### src/rtl/noc_network_interface_if.sv
// noc_network_interface_if: client inject, router local-port and client eject signals of one NI,
// plus sticky error flags and statistics counters.
// master = the network interface itself, slave = client/router side.
interface noc_network_interface_if #(
  parameter int DATA_W       = 8,
  parameter int NODE_PER_ROW = 4,
  parameter int NODE_PER_COL = 4
);
  localparam int X_W       = (NODE_PER_ROW > 1) ? $clog2(NODE_PER_ROW) : 1;
  localparam int Y_W       = (NODE_PER_COL > 1) ? $clog2(NODE_PER_COL) : 1;
  localparam int PAYLOAD_W = DATA_W - X_W - Y_W;

  // client inject side
  logic                 src_valid;
  logic                 src_ready;
  logic [X_W-1:0]       src_dst_dim0;
  logic [Y_W-1:0]       src_dst_dim1;
  logic [PAYLOAD_W-1:0] src_payload;
  // router local port
  logic                 noc_valid_o;
  logic [DATA_W-1:0]    noc_data_o;
  logic                 noc_off_i;
  logic                 noc_valid_i;
  logic [DATA_W-1:0]    noc_data_i;
  logic                 noc_off_o;
  // client eject side
  logic                 snk_valid;
  logic                 snk_ready;
  logic [PAYLOAD_W-1:0] snk_payload;
  logic                 snk_dst_ok;
  // status
  logic                 err_overflow;
  logic                 err_misroute;
  logic [15:0]          stat_inj;
  logic [15:0]          stat_ej;
  logic [15:0]          stat_stall;

  modport master (
    input  src_valid, src_dst_dim0, src_dst_dim1, src_payload,
           noc_off_i, noc_valid_i, noc_data_i, snk_ready,
    output src_ready, noc_valid_o, noc_data_o, noc_off_o,
           snk_valid, snk_payload, snk_dst_ok,
           err_overflow, err_misroute, stat_inj, stat_ej, stat_stall
  );

  modport slave (
    output src_valid, src_dst_dim0, src_dst_dim1, src_payload,
           noc_off_i, noc_valid_i, noc_data_i, snk_ready,
    input  src_ready, noc_valid_o, noc_data_o, noc_off_o,
           snk_valid, snk_payload, snk_dst_ok,
           err_overflow, err_misroute, stat_inj, stat_ej, stat_stall
  );
endinterface

### src/rtl/noc_network_interface.sv
// noc_network_interface: packs client messages into single flits for the router local port and buffers ejected flits.
// Latency: inject 1 cycle (accept -> noc_valid_o), eject 1 cycle (write -> snk_valid); noc_off_o is registered.
// Backpressure: src_ready from registered inject count; router noc_off_i gates injection; noc_off_o asserted when free entries <= OFF_MARGIN.
// Optional statistics counters are built only when NI_STATS_EN is defined.
module noc_network_interface #(
  parameter int DATA_W       = 8,
  parameter int FIFO_DEPTH   = 8,
  parameter int NODE_PER_ROW = 4,
  parameter int NODE_PER_COL = 4,
  parameter int CURR_DIM0    = 0,
  parameter int CURR_DIM1    = 0,
  parameter int OFF_MARGIN   = 2
) (
  input  logic                   clk,
  input  logic                   rst,
  noc_network_interface_if.master bus
);
  localparam int X_W   = (NODE_PER_ROW > 1) ? $clog2(NODE_PER_ROW) : 1;
  localparam int Y_W   = (NODE_PER_COL > 1) ? $clog2(NODE_PER_COL) : 1;
  localparam int PTR_W = $clog2(FIFO_DEPTH);
  localparam int CNT_W = PTR_W + 1;
  localparam logic [CNT_W-1:0] DEPTH_C  = CNT_W'(FIFO_DEPTH);
  localparam logic [CNT_W-1:0] MARGIN_C = CNT_W'(OFF_MARGIN);

  // inject FIFO state
  logic [DATA_W-1:0] r_inj_mem [FIFO_DEPTH];
  logic [PTR_W-1:0]  r_inj_wr, r_inj_rd;
  logic [CNT_W-1:0]  r_inj_cnt;
  // eject FIFO state
  logic [DATA_W-1:0] r_ej_mem [FIFO_DEPTH];
  logic [PTR_W-1:0]  r_ej_wr, r_ej_rd;
  logic [CNT_W-1:0]  r_ej_cnt;
  logic              r_off, r_err_ovf, r_err_mis;

  logic              w_inj_full, w_inj_empty, w_inj_push, w_inj_pop;
  logic              w_ej_full, w_ej_empty, w_ej_wr, w_ej_pop, w_in_mis, w_off_nxt;
  logic [CNT_W-1:0]  w_ej_cnt_nxt;
  logic [DATA_W-1:0] w_src_flit, w_ej_head;

  // Inject side: dst_dim0 occupies the MSBs, then dst_dim1, then payload.
  assign w_src_flit      = {bus.src_dst_dim0, bus.src_dst_dim1, bus.src_payload};
  assign w_inj_full      = (r_inj_cnt == DEPTH_C);
  assign w_inj_empty     = (r_inj_cnt == '0);
  assign bus.src_ready   = !w_inj_full && rst;
  assign w_inj_push      = bus.src_valid && bus.src_ready;
  assign bus.noc_valid_o = !w_inj_empty && !bus.noc_off_i;
  assign w_inj_pop       = bus.noc_valid_o;
  assign bus.noc_data_o  = r_inj_mem[r_inj_rd];

  // Eject side: a write is only lost when full and the client is not popping this cycle.
  assign w_ej_full       = (r_ej_cnt == DEPTH_C);
  assign w_ej_empty      = (r_ej_cnt == '0);
  assign bus.snk_valid   = !w_ej_empty;
  assign w_ej_pop        = bus.snk_valid && bus.snk_ready;
  assign w_ej_wr         = bus.noc_valid_i && (!w_ej_full || w_ej_pop);
  assign w_ej_head       = r_ej_mem[r_ej_rd];
  assign bus.snk_payload = w_ej_head[DATA_W-X_W-Y_W-1:0];
  assign bus.snk_dst_ok  = (w_ej_head[DATA_W-1 -: X_W] == X_W'(CURR_DIM0)) &&
                           (w_ej_head[DATA_W-X_W-1 -: Y_W] == Y_W'(CURR_DIM1));
  assign w_in_mis        = (bus.noc_data_i[DATA_W-1 -: X_W] != X_W'(CURR_DIM0)) ||
                           (bus.noc_data_i[DATA_W-X_W-1 -: Y_W] != Y_W'(CURR_DIM1));
  assign bus.noc_off_o    = r_off;
  assign bus.err_overflow = r_err_ovf;
  assign bus.err_misroute = r_err_mis;

  // Next eject occupancy, including this cycle's write and pop; drives the off decision.
  always_comb begin
    w_ej_cnt_nxt = r_ej_cnt;
    if (w_ej_wr && !w_ej_pop)      w_ej_cnt_nxt = r_ej_cnt + CNT_W'(1);
    else if (!w_ej_wr && w_ej_pop) w_ej_cnt_nxt = r_ej_cnt - CNT_W'(1);
  end
  assign w_off_nxt = (DEPTH_C - w_ej_cnt_nxt) <= MARGIN_C;

  // FIFO storage is data-only and needs no reset; validity comes from the counts.
  always_ff @(posedge clk) begin
    if (w_inj_push) r_inj_mem[r_inj_wr] <= w_src_flit;
    if (w_ej_wr)    r_ej_mem[r_ej_wr]   <= bus.noc_data_i;
  end

  // Inject FIFO pointers and occupancy.
  always_ff @(posedge clk or negedge rst) begin
    if (!rst) begin
      r_inj_wr  <= '0;
      r_inj_rd  <= '0;
      r_inj_cnt <= '0;
    end else begin
      if (w_inj_push) r_inj_wr <= r_inj_wr + PTR_W'(1);
      if (w_inj_pop)  r_inj_rd <= r_inj_rd + PTR_W'(1);
      case ({w_inj_push, w_inj_pop})
        2'b10:   r_inj_cnt <= r_inj_cnt + CNT_W'(1);
        2'b01:   r_inj_cnt <= r_inj_cnt - CNT_W'(1);
        default: r_inj_cnt <= r_inj_cnt;
      endcase
    end
  end

  // Eject FIFO pointers, occupancy, registered off signal and sticky error flags.
  always_ff @(posedge clk or negedge rst) begin
    if (!rst) begin
      r_ej_wr   <= '0;
      r_ej_rd   <= '0;
      r_ej_cnt  <= '0;
      r_off     <= 1'b0;
      r_err_ovf <= 1'b0;
      r_err_mis <= 1'b0;
    end else begin
      if (w_ej_wr)  r_ej_wr <= r_ej_wr + PTR_W'(1);
      if (w_ej_pop) r_ej_rd <= r_ej_rd + PTR_W'(1);
      r_ej_cnt <= w_ej_cnt_nxt;
      r_off    <= w_off_nxt;
      if (bus.noc_valid_i && !w_ej_wr) r_err_ovf <= 1'b1;
      if (w_ej_wr && w_in_mis)         r_err_mis <= 1'b1;
    end
  end

`ifdef NI_STATS_EN
  logic [15:0] r_stat_inj, r_stat_ej, r_stat_stall;
  logic        w_stall;
  assign w_stall = !w_inj_empty && bus.noc_off_i;

  // Saturating event counters: transfers, eject arrivals (dropped included), stalled cycles.
  always_ff @(posedge clk or negedge rst) begin
    if (!rst) begin
      r_stat_inj   <= '0;
      r_stat_ej    <= '0;
      r_stat_stall <= '0;
    end else begin
      if (w_inj_pop && r_stat_inj != 16'hFFFF)       r_stat_inj   <= r_stat_inj + 16'd1;
      if (bus.noc_valid_i && r_stat_ej != 16'hFFFF)  r_stat_ej    <= r_stat_ej + 16'd1;
      if (w_stall && r_stat_stall != 16'hFFFF)       r_stat_stall <= r_stat_stall + 16'd1;
    end
  end
  assign bus.stat_inj   = r_stat_inj;
  assign bus.stat_ej    = r_stat_ej;
  assign bus.stat_stall = r_stat_stall;
`else
  assign bus.stat_inj   = '0;
  assign bus.stat_ej    = '0;
  assign bus.stat_stall = '0;
`endif
endmodule

### src/flat_wrapper.sv
// flat-port wrapper written by rule: the top's interface ports become plain ports
module noc_network_interface_flat 
#(
  parameter int DATA_W       = 8,
  parameter int FIFO_DEPTH   = 8,
  parameter int NODE_PER_ROW = 4,
  parameter int NODE_PER_COL = 4,
  parameter int CURR_DIM0    = 0,
  parameter int CURR_DIM1    = 0,
  parameter int OFF_MARGIN   = 2
)
  (clk, rst, bus_src_valid, bus_src_dst_dim0, bus_src_dst_dim1, bus_src_payload, bus_noc_off_i, bus_noc_valid_i, bus_noc_data_i, bus_snk_ready, bus_src_ready, bus_noc_valid_o, bus_noc_data_o, bus_noc_off_o, bus_snk_valid, bus_snk_payload, bus_snk_dst_ok, bus_err_overflow, bus_err_misroute, bus_stat_inj, bus_stat_ej, bus_stat_stall);
  noc_network_interface_if #(.DATA_W(DATA_W), .NODE_PER_ROW(NODE_PER_ROW), .NODE_PER_COL(NODE_PER_COL)) bus_i ();
  input  logic clk;
  input  logic rst;
  input wire logic [$bits(bus_i.src_valid)-1:0] bus_src_valid;
  input wire logic [$bits(bus_i.src_dst_dim0)-1:0] bus_src_dst_dim0;
  input wire logic [$bits(bus_i.src_dst_dim1)-1:0] bus_src_dst_dim1;
  input wire logic [$bits(bus_i.src_payload)-1:0] bus_src_payload;
  input wire logic [$bits(bus_i.noc_off_i)-1:0] bus_noc_off_i;
  input wire logic [$bits(bus_i.noc_valid_i)-1:0] bus_noc_valid_i;
  input wire logic [$bits(bus_i.noc_data_i)-1:0] bus_noc_data_i;
  input wire logic [$bits(bus_i.snk_ready)-1:0] bus_snk_ready;
  output wire logic [$bits(bus_i.src_ready)-1:0] bus_src_ready;
  output wire logic [$bits(bus_i.noc_valid_o)-1:0] bus_noc_valid_o;
  output wire logic [$bits(bus_i.noc_data_o)-1:0] bus_noc_data_o;
  output wire logic [$bits(bus_i.noc_off_o)-1:0] bus_noc_off_o;
  output wire logic [$bits(bus_i.snk_valid)-1:0] bus_snk_valid;
  output wire logic [$bits(bus_i.snk_payload)-1:0] bus_snk_payload;
  output wire logic [$bits(bus_i.snk_dst_ok)-1:0] bus_snk_dst_ok;
  output wire logic [$bits(bus_i.err_overflow)-1:0] bus_err_overflow;
  output wire logic [$bits(bus_i.err_misroute)-1:0] bus_err_misroute;
  output wire logic [$bits(bus_i.stat_inj)-1:0] bus_stat_inj;
  output wire logic [$bits(bus_i.stat_ej)-1:0] bus_stat_ej;
  output wire logic [$bits(bus_i.stat_stall)-1:0] bus_stat_stall;
  assign bus_i.src_valid = bus_src_valid;
  assign bus_i.src_dst_dim0 = bus_src_dst_dim0;
  assign bus_i.src_dst_dim1 = bus_src_dst_dim1;
  assign bus_i.src_payload = bus_src_payload;
  assign bus_i.noc_off_i = bus_noc_off_i;
  assign bus_i.noc_valid_i = bus_noc_valid_i;
  assign bus_i.noc_data_i = bus_noc_data_i;
  assign bus_i.snk_ready = bus_snk_ready;
  assign bus_src_ready = bus_i.src_ready;
  assign bus_noc_valid_o = bus_i.noc_valid_o;
  assign bus_noc_data_o = bus_i.noc_data_o;
  assign bus_noc_off_o = bus_i.noc_off_o;
  assign bus_snk_valid = bus_i.snk_valid;
  assign bus_snk_payload = bus_i.snk_payload;
  assign bus_snk_dst_ok = bus_i.snk_dst_ok;
  assign bus_err_overflow = bus_i.err_overflow;
  assign bus_err_misroute = bus_i.err_misroute;
  assign bus_stat_inj = bus_i.stat_inj;
  assign bus_stat_ej = bus_i.stat_ej;
  assign bus_stat_stall = bus_i.stat_stall;
  noc_network_interface #(.DATA_W(DATA_W), .FIFO_DEPTH(FIFO_DEPTH), .NODE_PER_ROW(NODE_PER_ROW), .NODE_PER_COL(NODE_PER_COL), .CURR_DIM0(CURR_DIM0), .CURR_DIM1(CURR_DIM1), .OFF_MARGIN(OFF_MARGIN)) u_core (.clk(clk), .rst(rst), .bus(bus_i));
endmodule
### config.mk
export PLATFORM = sky130hd
export DESIGN_NAME = noc_network_interface_flat
export DESIGN_NICKNAME = d
export VERILOG_FILES = /design/src/rtl/noc_network_interface_if.sv /design/src/rtl/noc_network_interface.sv /design/src/flat_wrapper.sv
export SDC_FILE = /design/constraint.sdc
export NUM_CORES = 1
export LEC_CHECK = 0
export ABC_AREA = 1
export BUFFER_PORTS_ARGS = -buffer_cell sky130_fd_sc_hd__buf_2
export CAP_MARGIN = 20
export CORE_MARGIN = 2
export CORE_UTILIZATION = 57
export DETAILED_ROUTE_END_ITERATION = 8
export GPL_TIMING_DRIVEN = 0
export PLACE_DENSITY = 0.84
export SLEW_MARGIN = 10
export SYNTH_ARGS = -nofsm -noshare
export SYNTH_HDL_FRONTEND = slang
export SYNTH_SLANG_ARGS = --single-unit
### constraint.sdc
create_clock -name clk -period 2.5 [get_ports clk]
set_input_delay 0.25 -clock clk [delete_from_list [all_inputs] [get_ports clk]]
set_output_delay 0.25 -clock clk [all_outputs]
set_load 0.02 [all_outputs]
# [After elaboration in Yosys (flattened, before gate mapping)]
# Memories as Yosys holds them, arrays and structs flattened.
# Index checks and enable logic that the tools add are counted.
[totals] register_bits=23 latch_bits=0 ramBits=128 romBits=0 inputBits=22 out_inout_bits=67 wordCells=58 memories=2
[memory_table] name="u_core.r_ej_mem" depth=8 width=8 read_ports=1 rd_clocked_by_memory_dff=0 wr=1 line="noc_network_interface.sv:30" source="logic [DATA_W-1:0] r_ej_mem [FIFO_DEPTH];"
[memory_table] name="u_core.r_inj_mem" depth=8 width=8 read_ports=1 rd_clocked_by_memory_dff=0 wr=1 line="noc_network_interface.sv:26" source="logic [DATA_W-1:0] r_inj_mem [FIFO_DEPTH];"
[classes] add_sub_neg=9 multipliers=0 div=0 order_cmp=1 eq_ne=4 shift=0 n_mux=7 bitwise=0 reduce_logical=26
[ops] operator="adder 3 x 1 -> 3 bit, second input constant" count=4
[ops] operator="logical AND 1 bit" count=10
[ops] operator="adder 4 x 1 -> 4 bit, second input constant" count=2
[ops] operator="equality test 4 bit, second input constant" count=2
[ops] operator="zero test 4 bit" count=2
[ops] operator="2-to-1 mux 4 bit" count=2
[ops] operator="case mux 4 bit (2 select lines)" count=1
[ops] operator="subtractor 4 x 1 -> 4 bit, second input constant" count=2
[ops] operator="zero test 1 bit" count=7
[ops] operator="nonzero test 2 bit" count=3
[ops] operator="<= comparator 4 x 2 -> 1 bit, second input constant" count=1
[ops] operator="zero test 2 bit" count=2
[ops] operator="2-to-1 mux 1 bit" count=4
[ops] operator="subtractor 4 bit, first input constant" count=1
[ops] operator="equality test 2 x 1 -> 1 bit, second input constant" count=1
[ops] operator="equality test 2 bit, second input constant" count=1
[ops] operator="logical OR 1 bit" count=2

# [Depth between registers and ports, before layout]
# Gate-level depths: netlist (run 1).
[depth] ltp_word=11 ltp_mapped=12 mapped_depth_nobuf=12

# [Worst setup path after synthesis (run 1)]
# OpenSTA, ideal clock, no wires.
[synth_path] kind="register to register" from="reg u_core.r_inj_cnt[2]" to="reg u_core.r_inj_cnt[3]" setup_time_ns=0.121 t_arrival_ns=2.110 required_time_ns=2.379 path_slack_ns=0.269 path_stages_with_launch=12 path_buffers=0 synth_period_minus_slack_ns=2.231 path_cell_list="dfrtp_1 inv_1 a31oi_1 ha_1 ha_1 nand2_1 nand2_1 a21oi_1 nor2_1 nor2_1 nand2_1 xor2_1"
[synth_between] word_cells_on_any_way=13 classes_between="add/sub: 2; eq/ne: 3; mux: 1; reduce/logical: 7"
[synth_rtl] item="start: declaration" line="noc_network_interface.sv:28" source="logic [CNT_W-1:0] r_inj_cnt;"
[synth_rtl] item="start signal: assignment" line="noc_network_interface.sv:90" source="2'b10: r_inj_cnt <= r_inj_cnt + CNT_W'(1);"
[synth_rtl] item="start signal: assignment" line="noc_network_interface.sv:91" source="2'b01: r_inj_cnt <= r_inj_cnt - CNT_W'(1);"
[synth_rtl] item="start signal: assignment" line="noc_network_interface.sv:92" source="default: r_inj_cnt <= r_inj_cnt;"
[synth_rtl] item="zero test 4 bit *" line="noc_network_interface.sv:43" source="assign w_inj_empty = (r_inj_cnt == '0);"
[synth_rtl] item="zero test 1 bit *" line="noc_network_interface.sv:46" source="assign bus.noc_valid_o = !w_inj_empty && !bus.noc_off_i;"
[synth_rtl] item="logical AND 1 bit *" line="noc_network_interface.sv:46"
[synth_rtl] item="named net bus_noc_valid_o" line="flat_wrapper.sv:25" source="output wire logic [$bits(bus_i.noc_valid_o)-1:0] bus_noc_valid_o;"
[synth_rtl] item="equality test 2 x 1 -> 1 bit or equality test 2 bit (tied branches)" line="noc_network_interface.sv:89" source="case ({w_inj_push, w_inj_pop})"
[synth_rtl] item="case mux 4 bit (2 select lines) or nonzero test 2 bit (tied branches)"
# Mark *: on every way through the listed nets, which the timed path passes. The rest lies on a longest branch.
# A chain may end at the register's enable or synchronous reset.

# [Worst setup path after layout (run 1)]
[layout_path] from="reg u_core.r_ej_cnt[0]" to="mem u_core.r_ej_mem[4][2], enable pin"
[layout_between] elab_chain_cells=7 word_cells_on_any_way=9 classes_between="eq/ne: 1; mux: 2; reduce/logical: 6"
[layout_lines] item="start: declaration" line="noc_network_interface.sv:32" source="logic [CNT_W-1:0] r_ej_cnt;"
[layout_lines] item="start signal: assignment" line="noc_network_interface.sv:109" source="r_ej_cnt <= w_ej_cnt_nxt;"
[layout_lines] item="zero test 4 bit" line="noc_network_interface.sv:52" source="assign w_ej_empty = (r_ej_cnt == '0);"
[layout_lines] item="zero test 1 bit" line="noc_network_interface.sv:53" source="assign bus.snk_valid = !w_ej_empty;"
[layout_lines] item="logical AND 1 bit" line="noc_network_interface.sv:54" source="assign w_ej_pop = bus.snk_valid && bus.snk_ready;"
[layout_lines] item="logical OR 1 bit *" line="noc_network_interface.sv:55" source="assign w_ej_wr = bus.noc_valid_i && (!w_ej_full || w_ej_pop);"
[layout_lines] item="logical AND 1 bit *" line="noc_network_interface.sv:55"
[layout_lines] item="2-to-1 mux 1 bit *" line="noc_network_interface.sv:77" source="if (w_ej_wr) r_ej_mem[r_ej_wr] <= bus.noc_data_i;"
[layout_lines] item="2-to-1 mux 1 bit (implied by the code) *" line="noc_network_interface.sv:77"
[layout_lines] item="end: declaration" line="noc_network_interface.sv:30"
# Every way passes the cells marked *; elsewhere a longest branch is shown, timed or not.

==> results of run 1 <==
-- power by group through the flow --
stage / clock network, W / logic, W / registers (W)
after floorplan: 0 / 0.00213 / 0.00335
after global placement: 0 / 0.00284 / 0.00338
after detailed placement: 0 / 0.00299 / 0.00340
after CTS: 0.00257 / 0.00307 / 0.00336
after global routing: 0.00267 / 0.00342 / 0.00340
final: 0.00257 / 0.00312 / 0.00336
-- worst max-delay path, stage by stage (launching register included) --
cell and delay (ps):
dfrtp_1 400, inv_1 120, ha_1 290, inv_1 100
nor2_2 50, nand2_2 130, nand2_4 80, or2_1 290
nor2_1 640
-- per-layer routing --
layer  share of wire, %  wire length [µm]
met5                  0                 0
met4                2.5               355
met3                9.3              1310
met2                 51              7200
met1                 37              5310
-- cell usage after synthesis, drive strengths merged (2+ instances only) --
library cell / number
o21ai: 29
a31oi: 2
or2: 5
clkbuf: 12
dfrtp: 23
nand2: 96
ha: 9
nand3: 11
xor2: 9
edfxtp: 128
nor3: 6
buf: 53
a21boi: 2
nor2: 104
nand4: 3
o32ai: 24
o41ai: 2
o21bai: 2
a21oi: 5
inv: 25
-- what timing repair did --
item                                    in CTS  in global routing
resized for setup                            0                 15
endpoints found under the hold margin       23                  0
endpoints found under the setup margin       0                 64
hold buffers                                 1                  0
-- flip-flops by register name, summed over array words and instances (netlist names), 3 cells and up --
register / count
u_core.r_ej_rd: 3
u_core.r_inj_rd: 3
u_core.r_inj_wr: 3
u_core.r_inj_cnt: 4
u_core.r_inj_mem: 64
u_core.r_ej_cnt: 4
u_core.r_ej_mem: 64
u_core.r_ej_wr: 3
-- how the worst max path moves through the flow --
stage | to | slack, ps | cells after the start
2_1_floorplan | u_core.r_inj_cnt[3]$_DFFE_PN0P_ | 270 | 11
3_3_place_gp | u_core.r_inj_mem[1][2]$_DFFE_PP_ | 60 | 7
3_5_place_dp | u_core.r_inj_mem[0][3]$_DFFE_PP_ | -60 | 6
4_1_cts | u_core.r_ej_mem[6][0]$_DFFE_PP_ | 3 | 8
5_1_grt | u_core.r_ej_mem[2][1]$_DFFE_PP_ | -70 | 8
6_report | u_core.r_ej_mem[4][2]$_DFFE_PP_ | 30 | 8
-- through the flow --
step | utilization [%] | TNS [ps] | hold slack [ps]
final | 68.7 | 0 | 99.5
after global routing | 68.7 | -1330 | 99.2
after CTS | 68.3 | 0 | 85.1
after detailed placement | 63.0 | -671 | 269
after global placement | 63.0 | 0 | 262
after floorplan | - | 0 | -45.6
-- layout make-up --
cell class	instances	area share, %
Inverter	26	1.25
Buffer	65	5.63
Sequential cell	151	56.8
Multi-Input combinational cell	361	23.5
Clock inverter	15	2.16
Clock buffer	17	5.47
Timing Repair Buffer	42	2.90
Tap cell	143	2.30
-- logic make-up (layout without fill, tap and decap cells) --
group           after synthesis  after routing
simple gates                226            226
fa+ha+maj                    10             10
mux                           1              1
flops                       151            151
compound gates               66             66
xor+xnor                     10             10
other cells                   1             48
buf+inv                      91            165
==> flow_summary.ini, run 1 <==
[status]
status = complete, no violations

[worst_setup_path]
critical_path.endpoint_type = register
setup.worst_path.start = u_core.r_ej_cnt[0]$_DFF_PN0_
worstSetupStartpointType = register
worst_setup_path_category = reg -> reg
rrSetupSlack_ps = 30
required_ps = 2550
critPathMaxFanout = 8
rr_endpoint = u_core.r_ej_mem[4][2]$_DFFE_PP_
timing.rr.start = u_core.r_ej_cnt[0]$_DFF_PN0_
crit_arrival_ps = 2520
timing.reg2reg.worst_path_depth = 8

[synthesis]
async_reset_ff_share_pct = 15.2
syn_inst = 556
syn_avg_cell_area_um2 = 11.8
synth.area.mux_share_pct = 0.171
post_synthesis_simple_gate_area_fraction_pct = 14.4
synth.largest_area_cell = edfxtp_1
synth.top_cells.by_area = edfxtp_1 58%, dfrtp_1 8.8%, nor2_1 5.7%, buf_4 5.5%, nand2_1 5.2%
flip_flop_cell_with_the_highest_count_after_synthesis = edfxtp_1
synth-warning-count = 0
synthDistinctLibCells = 37
synth_top_area_share_pct = 58.4
yosys.area_share.adder_pct = 2.02
synth-edff-count = 128
syn_area_um2 = 6580
synth_sequential_area_ratio_pct = 67.2
synth_xor_area_share_pct = 1.33
yosys_register_bits = 151
synth_top_family_by_area = simple AND/OR/NAND/NOR gates
synth_compound_gate_area_share_pct = 6.81

[clock_tree]
number_of_buffers_created_by_cts = 17
clock_tree_from_tritoncts = yes
htreeDepth = 4
numClockSinks = 151
cts.repair_timing.setup_buffer_count = 0
clk_latency_ps = 430
clockBufferDepth = 2
cts-root-buf = clkbuf_16
clk_transition_reported_paths_ps = 70

[power]
worst_ir_drop_vdd_mv = 1.04
design_power_total_w = 0.00906
p_leak_nw = 3.18
switching_power_total_w = 0.00344
clkPwrFrac_pct = 28.4
seq_power_share_pct = 37.2
p_sw_share_pct = 38.0
comb_power_share_pct = 34.5
power-per-cell-area_nw_per_um2 = 1160
p_int_w = 0.00561

[placement]
placed_area_um2 = 7130
port_buffers = 40
placed_cells = 786
post-dp-hpwl_mm = 8.87
pre_cts_ws_ps = -60.4
gp_congestion = 0.832

[cells_and_area]
final-seq-area_um2 = 4420
n_fill_cell = 748
multi_input_area_um2 = 1830
final_common_cell = edfxtp_1
nNetsFinal = 696
layout_common_cells = 128 x edfxtp_1, 95 x nor2_1, 91 x nand2_1, 48 x buf_4, 48 x conb_1
layout.cell_area.non_filler_um2 = 7780
layout-drive-gt1-share_pct = 22.3
finalNonFillerCells = 820
num_antenna_cells = 0
flow.area_growth_from_synthesis_pct = 18.2

[run]
cap_viol_max_count = 0

[die]
coreArea_um2 = 11300
floorplan.die.height_um = 111
initial_utilization_pct = 58.1
floorplan.die.width_um = 111
die-area_um2 = 12400
design.portCount = 89
number_of_core_rows = 39

[timing]
final_critical_path_setup_slack_ps = 28.2
max_clock_freq_mhz = 405
worst-slew-pin-transition_ps = 1010
final_hold_viol_count = 0
timing.max_slew.rel_slack_pct = 32.1
layout_min_cycle_time_ps = 2470
fin_skew_ps = 7.29
setup_viol = 0
report.final.slew_viol_count = 0
final.period_utilization_pct = 98.9
rsz0062_at_grt = true

[routing]
wl_per_cell_um = 17.3
via_per_inst = 5.48
drt-total-wl_mm = 14.2
drt-pass1-iter-count = 5
detailroute.via_count = 4493
remaining_drc_errors = 0
route.antenna.remaining_nets = 0
iter_0_drt_violations = 462

[global_route]
met1_routing_resource_usage_after_global_routing_pct = 27.9
grt_start_max_net_pins = 24
first_global_vias = 4444
globalRoute.busiestLayer = met2
number_of_antenna_violations_at_the_first_check_in_global_routing = 0
global_route_wire_length_before_repair_mm = 22.3
gr-total-overflow = 0
global_route.usage.met3_pct = 7.02
grt_use_met2_pct = 39.3
track_usage_pct = 23.4

[hold_path]
worst_hold_path_cell_count = 1
hp-class = in -> reg
hold_end = u_core.r_inj_mem[1][3]$_DFFE_PP_
hold_path.startpoint = bus_src_payload[3]
Note: power is estimated with default switching activity, not from simulation.
==> run 2, diff against run 1 <==
MAX_ROUTING_LAYER = met4   (was not set)
==> run 2 against run 1 <==
Against the previous run:
- register-to-register slack improved by 30 ps
- combinational power about the same
- via count decreased by 0.29%
- global-route usage increased by 0.73 points
- clock skew increased by 1.3 ps
- first-iteration DRC count increased by 0.65%
- critical path depth unchanged
- sequential share of layout area unchanged
- critical path type unchanged
- critical endpoint unchanged
==> flow_summary.ini, run 2 (synthesis results as in run 1) <==
[status]
status = complete, no violations

[routing]
detailroute.via_count = 4480
iter_0_drt_violations = 465
wl_per_cell_um = 17.2
via_per_inst = 5.46
drt-total-wl_mm = 14.1
drt-pass1-iter-count = 5
remaining_drc_errors = 0
route.antenna.remaining_nets = 0

[clock_tree]
number_of_buffers_created_by_cts = 17
cts.repair_timing.setup_buffer_count = 0
cts-root-buf = clkbuf_16
clk_transition_reported_paths_ps = 60
clk_latency_ps = 420
htreeDepth = 4
clock_tree_from_tritoncts = yes
numClockSinks = 151
clockBufferDepth = 2

[worst_setup_path]
rrSetupSlack_ps = 60
required_ps = 2550
rr_endpoint = u_core.r_ej_mem[4][2]$_DFFE_PP_
slowest_delay_ps = 610
worstSetupStartpointType = register
timing.reg2reg.worst_path_depth = 8
timing.critical_path.mode_cell = inv_1
crit_arrival_ps = 2490
worst_setup_path_category = reg -> reg
timing.rr.start = u_core.r_ej_cnt[0]$_DFF_PN0_
critical_path.endpoint_type = register
crit_chain = inv_1 -> ha_1 -> inv_1 -> nor2_2 -> nand2_2 -> nand2_4 -> or2_1 -> nor2_1
cpMaxStageDelayCell = nor2_1
critPathMaxFanout = 8

[placement]
gp_congestion = 0.844
port_buffers = 40
post-dp-hpwl_mm = 8.87
placed_cells = 786

[die]
floorplan.die.height_um = 111
design.portCount = 89
coreArea_um2 = 11300
number_of_core_rows = 39
die-area_um2 = 12400
initial_utilization_pct = 58.1
floorplan.die.width_um = 111

[hold_path]
hold_end = u_core.r_inj_mem[6][4]$_DFFE_PP_
hold_path.startpoint = bus_src_dst_dim1[0]
worst_hold_path_cell_count = 1
hp-class = in -> reg

[timing]
final.period_utilization_pct = 97.5
timing.max_slew.rel_slack_pct = 33.9
hold_slack_ps = 110
finalSetupTns_ps = 0
setup_viol = 0
rsz0062_at_grt = true
final_hold_viol_count = 0
fin_skew_ps = 8.55
report.final.slew_viol_count = 0
layout_min_cycle_time_ps = 2440
max_clock_freq_mhz = 410
worst-slew-pin-transition_ps = 987

[cells_and_area]
final_common_cell = edfxtp_1
flow.area_growth_from_synthesis_pct = 18.2
layout_common_cells = 128 x edfxtp_1, 95 x nor2_1, 91 x nand2_1, 48 x buf_4, 48 x conb_1
final-seq-area_um2 = 4420
multi_input_area_um2 = 1830
biggestRegsByFlops = u_core.r_ej_mem: 64 flops, u_core.r_inj_mem: 64 flops
nNetsFinal = 696
num_antenna_cells = 0
finish.utilization_pct = 68.7
finalNonFillerCells = 820
layout-drive-gt1-share_pct = 22.3
n_fill_cell = 748

[power]
p_leak_nw = 3.18
power-per-cell-area_nw_per_um2 = 1160
worst_ir_drop_vdd_mv = 1.04
design_power_total_w = 0.00904

[global_route]
track_usage_pct = 24.2
global_route_wire_length_before_repair_mm = 22.3
number_of_antenna_violations_at_the_first_check_in_global_routing = 0
grt_start_max_net_pins = 24
gr-total-overflow = 0
first_global_vias = 4446

[run]
cap_viol_max_count = 0
run 2: layout make-up:
type / instances / area share, %
Inverter: 26 / 1.25
Timing Repair Buffer: 42 / 2.90
Tap cell: 143 / 2.30
Sequential cell: 151 / 56.8
Multi-Input combinational cell: 361 / 23.5
Clock inverter: 15 / 2.16
Buffer: 65 / 5.63
Clock buffer: 17 / 5.47
run 2: worst max path at each step:
stage | from | cells past startpoint | endpoint
global placement | rst | 7 | u_core.r_inj_mem[1][2]$_DFFE_PP_
finish | u_core.r_ej_cnt[0]$_DFF_PN0_ | 8 | u_core.r_ej_mem[4][2]$_DFFE_PP_
CTS | u_core.r_ej_cnt[0]$_DFF_PN0_ | 8 | u_core.r_ej_mem[6][0]$_DFFE_PP_
floorplan | u_core.r_inj_cnt[2]$_DFFE_PN0P_ | 11 | u_core.r_inj_cnt[3]$_DFFE_PN0P_
detailed placement | rst | 6 | u_core.r_inj_mem[0][3]$_DFFE_PP_
global route | u_core.r_ej_cnt[0]$_DFF_PN0_ | 8 | u_core.r_ej_mem[2][1]$_DFFE_PP_
run 2: power by group:
| group | total [W] | switching [W] | internal [W] | leakage, nW |
|---|---|---|---|---|
| sequential | 0.00337 | 0.000231 | 0.00313 | 1.43 |
| combinational | 0.00312 | 0.00214 | 0.000987 | 1.46 |
| clock | 0.00255 | 0.00106 | 0.00149 | 0.293 |
| total | 0.00904 | 0.00343 | 0.00561 | 3.18 |
run 2: stage by stage:
step / cell area, µm² / setup slack (ps)
2_1_floorplan: 6750 / 269
3_3_place_gp: 7130 / 61.9
3_5_place_dp: 7130 / -60.4
4_1_cts: 7740 / 3.29
5_1_grt: 7780 / -65.4
6_report: 7780 / 61.8
run 2: timing repair:
item | CTS | global route
resized for setup | 0 | 15
hold endpoints to repair | 23 | 0
hold buffers | 1 | 0
endpoints found under the setup margin | 0 | 64
run 2: layer usage:
metal  track usage, %  part of all wire [%]  vias up
met5                -                     0        -
met4             11.2                   2.9        0
met3             7.02                   9.4       42
met2             39.3                    50      282
met1             27.9                    37     2105
li1                 -                     -     2051
run 2: critical path: cells and delay by family, from the launching register on:
family                   cells  cell delay [ps]
flip-flops                   1              400
buffers and inverters        2              220
AND/OR/NAND/NOR              5             1160
adder cells (fa/ha/maj)      1              290
==> run 3, diff against run 2 <==
ABC_AREA = 0   (was 1)
==> run 3 against run 2 <==
Against the previous run:
- clock-buffer cell count stayed put
- wire length fell by 19%
- utilization rose by 2.3 points
- largest power group unchanged
- power down 5.1%
- register-to-register slack gained 110 ps
- design area down 0.16%
- critical path type is now reg -> out
- combinational power fell by 15%
==> flow_summary.ini, run 3 <==
[routing]
wl_met2_mm = 5.71
top_layer = met4
drt-pass1-iter-count = 4
iter_0_drt_violations = 146
route.antenna.remaining_nets = 0
met1_wire_length_mm = 4.80
via_per_inst = 5.30
detailroute.via_count = 3416
detailroute.wirelength.met3_um = 613
remaining_drc_errors = 0
drt-total-wl_mm = 11.4
wl_per_cell_um = 17.7

[cells_and_area]
flow.area_growth_from_synthesis_pct = 20.7
num_antenna_cells = 0
nNetsFinal = 524
final_common_cell = edfxtp_1
layout.cell_area.non_filler_um2 = 7760
layout-drive-gt1-share_pct = 40.0
finalNonFillerCells = 645
biggestRegsByFlops = u_core.r_ej_mem: 64 flops, u_core.r_inj_mem: 64 flops
layout_common_cells = 128 x edfxtp_1, 53 x buf_4, 48 x conb_1, 44 x buf_2, 26 x mux4_2

[placement]
placed_area_um2 = 7010
pre_cts_ws_ps = -257
port_buffers = 40
post-dp-hpwl_mm = 7.48
placed_cells = 609
gp_congestion = 0.801

[die]
initial_utilization_pct = 58.8
die-area_um2 = 12100
design.portCount = 89
number_of_core_rows = 38
floorplan.die.width_um = 110
coreArea_um2 = 10900
floorplan.die.height_um = 110

[worst_setup_path]
critPathMaxFanout = 10
crit_chain = buf_4 -> buf_8 -> mux4_2 -> mux2_2 -> buf_2
cpMaxStageDelayCell = mux4_2
worst-path-buf-inv = 3
timing.reg2reg.worst_path_depth = 11
slowest_delay_ps = 510
required_ps = 2250
timing.rr.start = u_core.r_inj_cnt[1]$_DFFE_PN0P_
rr_endpoint = u_core.r_inj_cnt[3]$_DFFE_PN0P_
rrSetupSlack_ps = 170
worst_setup_path_category = reg -> out
crit_arrival_ps = 2160
critical_path.endpoint_type = output pin
cp_top_family = multiplexers
worstSetupStartpointType = register

[global_route]
global_route_wire_length_before_repair_mm = 17.5
grt_start_max_net_pins = 24
number_of_antenna_violations_at_the_first_check_in_global_routing = 0
first_global_vias = 3422
gr-total-overflow = 0
track_usage_pct = 21.0

[clock_tree]
htreeDepth = 4
numClockSinks = 151
clock_tree_from_tritoncts = yes
clk_latency_ps = 420
number_of_buffers_created_by_cts = 17
clk_transition_reported_paths_ps = 60
cts-root-buf = clkbuf_16
clockBufferDepth = 2

[hold_path]
hold_path.startpoint = bus_src_payload[1]
worst_hold_path_cell_count = 1
hp-class = in -> reg
hold_end = u_core.r_inj_mem[2][1]$_DFFE_PP_

[synthesis]
yosys.area_share.adder_pct = 2.22
syn_avg_cell_area_um2 = 16.9
synth_top_area_share_pct = 59.8
flip_flop_cell_with_the_highest_count_after_synthesis = edfxtp_1
synth.top_cells.by_area = edfxtp_1 60%, mux4_2 9.1%, dfrtp_1 8.9%, buf_4 5.6%, mux2_2 3.0%
synth.largest_area_cell = edfxtp_1
syn_area_um2 = 6430
async_reset_ff_share_pct = 15.2
syn_inst = 380
post_synthesis_simple_gate_area_fraction_pct = 6.28
synth_sequential_area_ratio_pct = 68.7
synth_xor_area_share_pct = 1.50
synth-edff-count = 128
synth.area.mux_share_pct = 12.7
synth-warning-count = 0
synth_top_family_by_area = multiplexers
post_synth_most_frequent_cells = 128 x edfxtp_1, 48 x buf_4, 26 x mux4_2, 23 x dfrtp_1, 20 x nand2_1
post-synth-top-count-cell = edfxtp_1
synthDistinctLibCells = 43
synth_compound_gate_area_share_pct = 1.63
yosys_register_bits = 151

[power]
worst_ir_drop_vdd_mv = 0.688
power-per-cell-area_nw_per_um2 = 1110
p_leak_nw = 2.97

[timing]
worst-slew-pin-transition_ps = 979
timing.max_slew.rel_slack_pct = 34.5
fin_skew_ps = 9.98
final.period_utilization_pct = 96.3
report.final.slew_viol_count = 0
max_clock_freq_mhz = 415
layout_min_cycle_time_ps = 2410
setup_viol = 0
final_critical_path_setup_slack_ps = 91.6
final_hold_viol_count = 0

[run]
cap_viol_max_count = 0

[status]
status = complete, no violations
run 3: changes by cell type after synthesis, moves of 10 or more:
cell,change
inv_1,-18
mux2_2,+16
mux4_2,+26
nand2_1,-71
nor2_1,-82
nor4_1,+10
o21ai_0,-24
o32ai_1,-24
run 3: worst max path at each step:
stage                                            to  cells past startpoint                           start
finish                            bus_noc_data_o[4]                      5  u_core.r_inj_rd[0]$_DFFE_PN0P_
global route        u_core.r_ej_mem[1][1]$_DFFE_PP_                      9    u_core.r_ej_cnt[1]$_DFF_PN0_
CTS                 u_core.r_ej_mem[4][7]$_DFFE_PP_                      7    u_core.r_ej_cnt[1]$_DFF_PN0_
detailed placement  u_core.r_ej_mem[0][0]$_DFFE_PP_                      8    u_core.r_ej_cnt[1]$_DFF_PN0_
global placement    u_core.r_ej_mem[0][2]$_DFFE_PP_                      7    u_core.r_ej_cnt[1]$_DFF_PN0_
floorplan           u_core.r_ej_mem[0][0]$_DFFE_PP_                      7    u_core.r_ej_cnt[1]$_DFF_PN0_
run 3: timing repair:
item	CTS	global route
endpoints found under the setup margin	69	74
endpoints found under the hold margin	23	0
pin swaps	0	6
gates resized for setup	13	17
hold buffers	1	0
setup buffers	0	4
run 3: cell families after synthesis:
kind of cell,Yosys count
multiplexers,46
buffers and inverters,67
flip-flops,151
AO/OA/AOI/OAI,15
other,1
AND/OR/NAND/NOR,78
adder cells (fa/ha/maj),11
XOR/XNOR,11
run 3: worst reg2reg max path: cells and delay by family, from the launching register on:
family / cells / cell delay (ps)
buf+inv: 1 / 90
xor+xnor: 2 / 260
compound gates: 3 / 450
fa+ha+maj: 2 / 450
flops: 1 / 420
simple gates: 3 / 540
run 3: power breakdown:
group	internal, W	switching, W
clock network	0.00147	0.000991
registers	0.00315	0.000311
logic	0.00126	0.00141
run 3: cell type report:
type | count | area, µm²
multi-input combinational | 209 | 1850
timing repair buffer | 48 | 295
inverter | 7 | 26.3
buffer | 58 | 422
sequential | 151 | 4420
tap | 140 | 175
clock inverter | 15 | 154
fill | 679 | 3170
clock buffer | 17 | 425
run 3: routing by layer:
metal / track usage [%] / vias up
met5: - / -
met4: 9.20 / 0
met3: 6.00 / 28
met2: 33.0 / 118
met1: 25.8 / 1694
li1: - / 1576
run 3: stage by stage:
step                power (W)  hold slack [ps]  utilization [%]  TNS (ps)
global route          0.00901             76.9             71.0     -34.4
floorplan             0.00533            -45.6                -         0
finish                0.00858             97.3             71.0         0
global placement      0.00585              255             63.9    -11170
detailed placement    0.00602              268             64.1     -9020
CTS                   0.00852             75.4             69.8         0
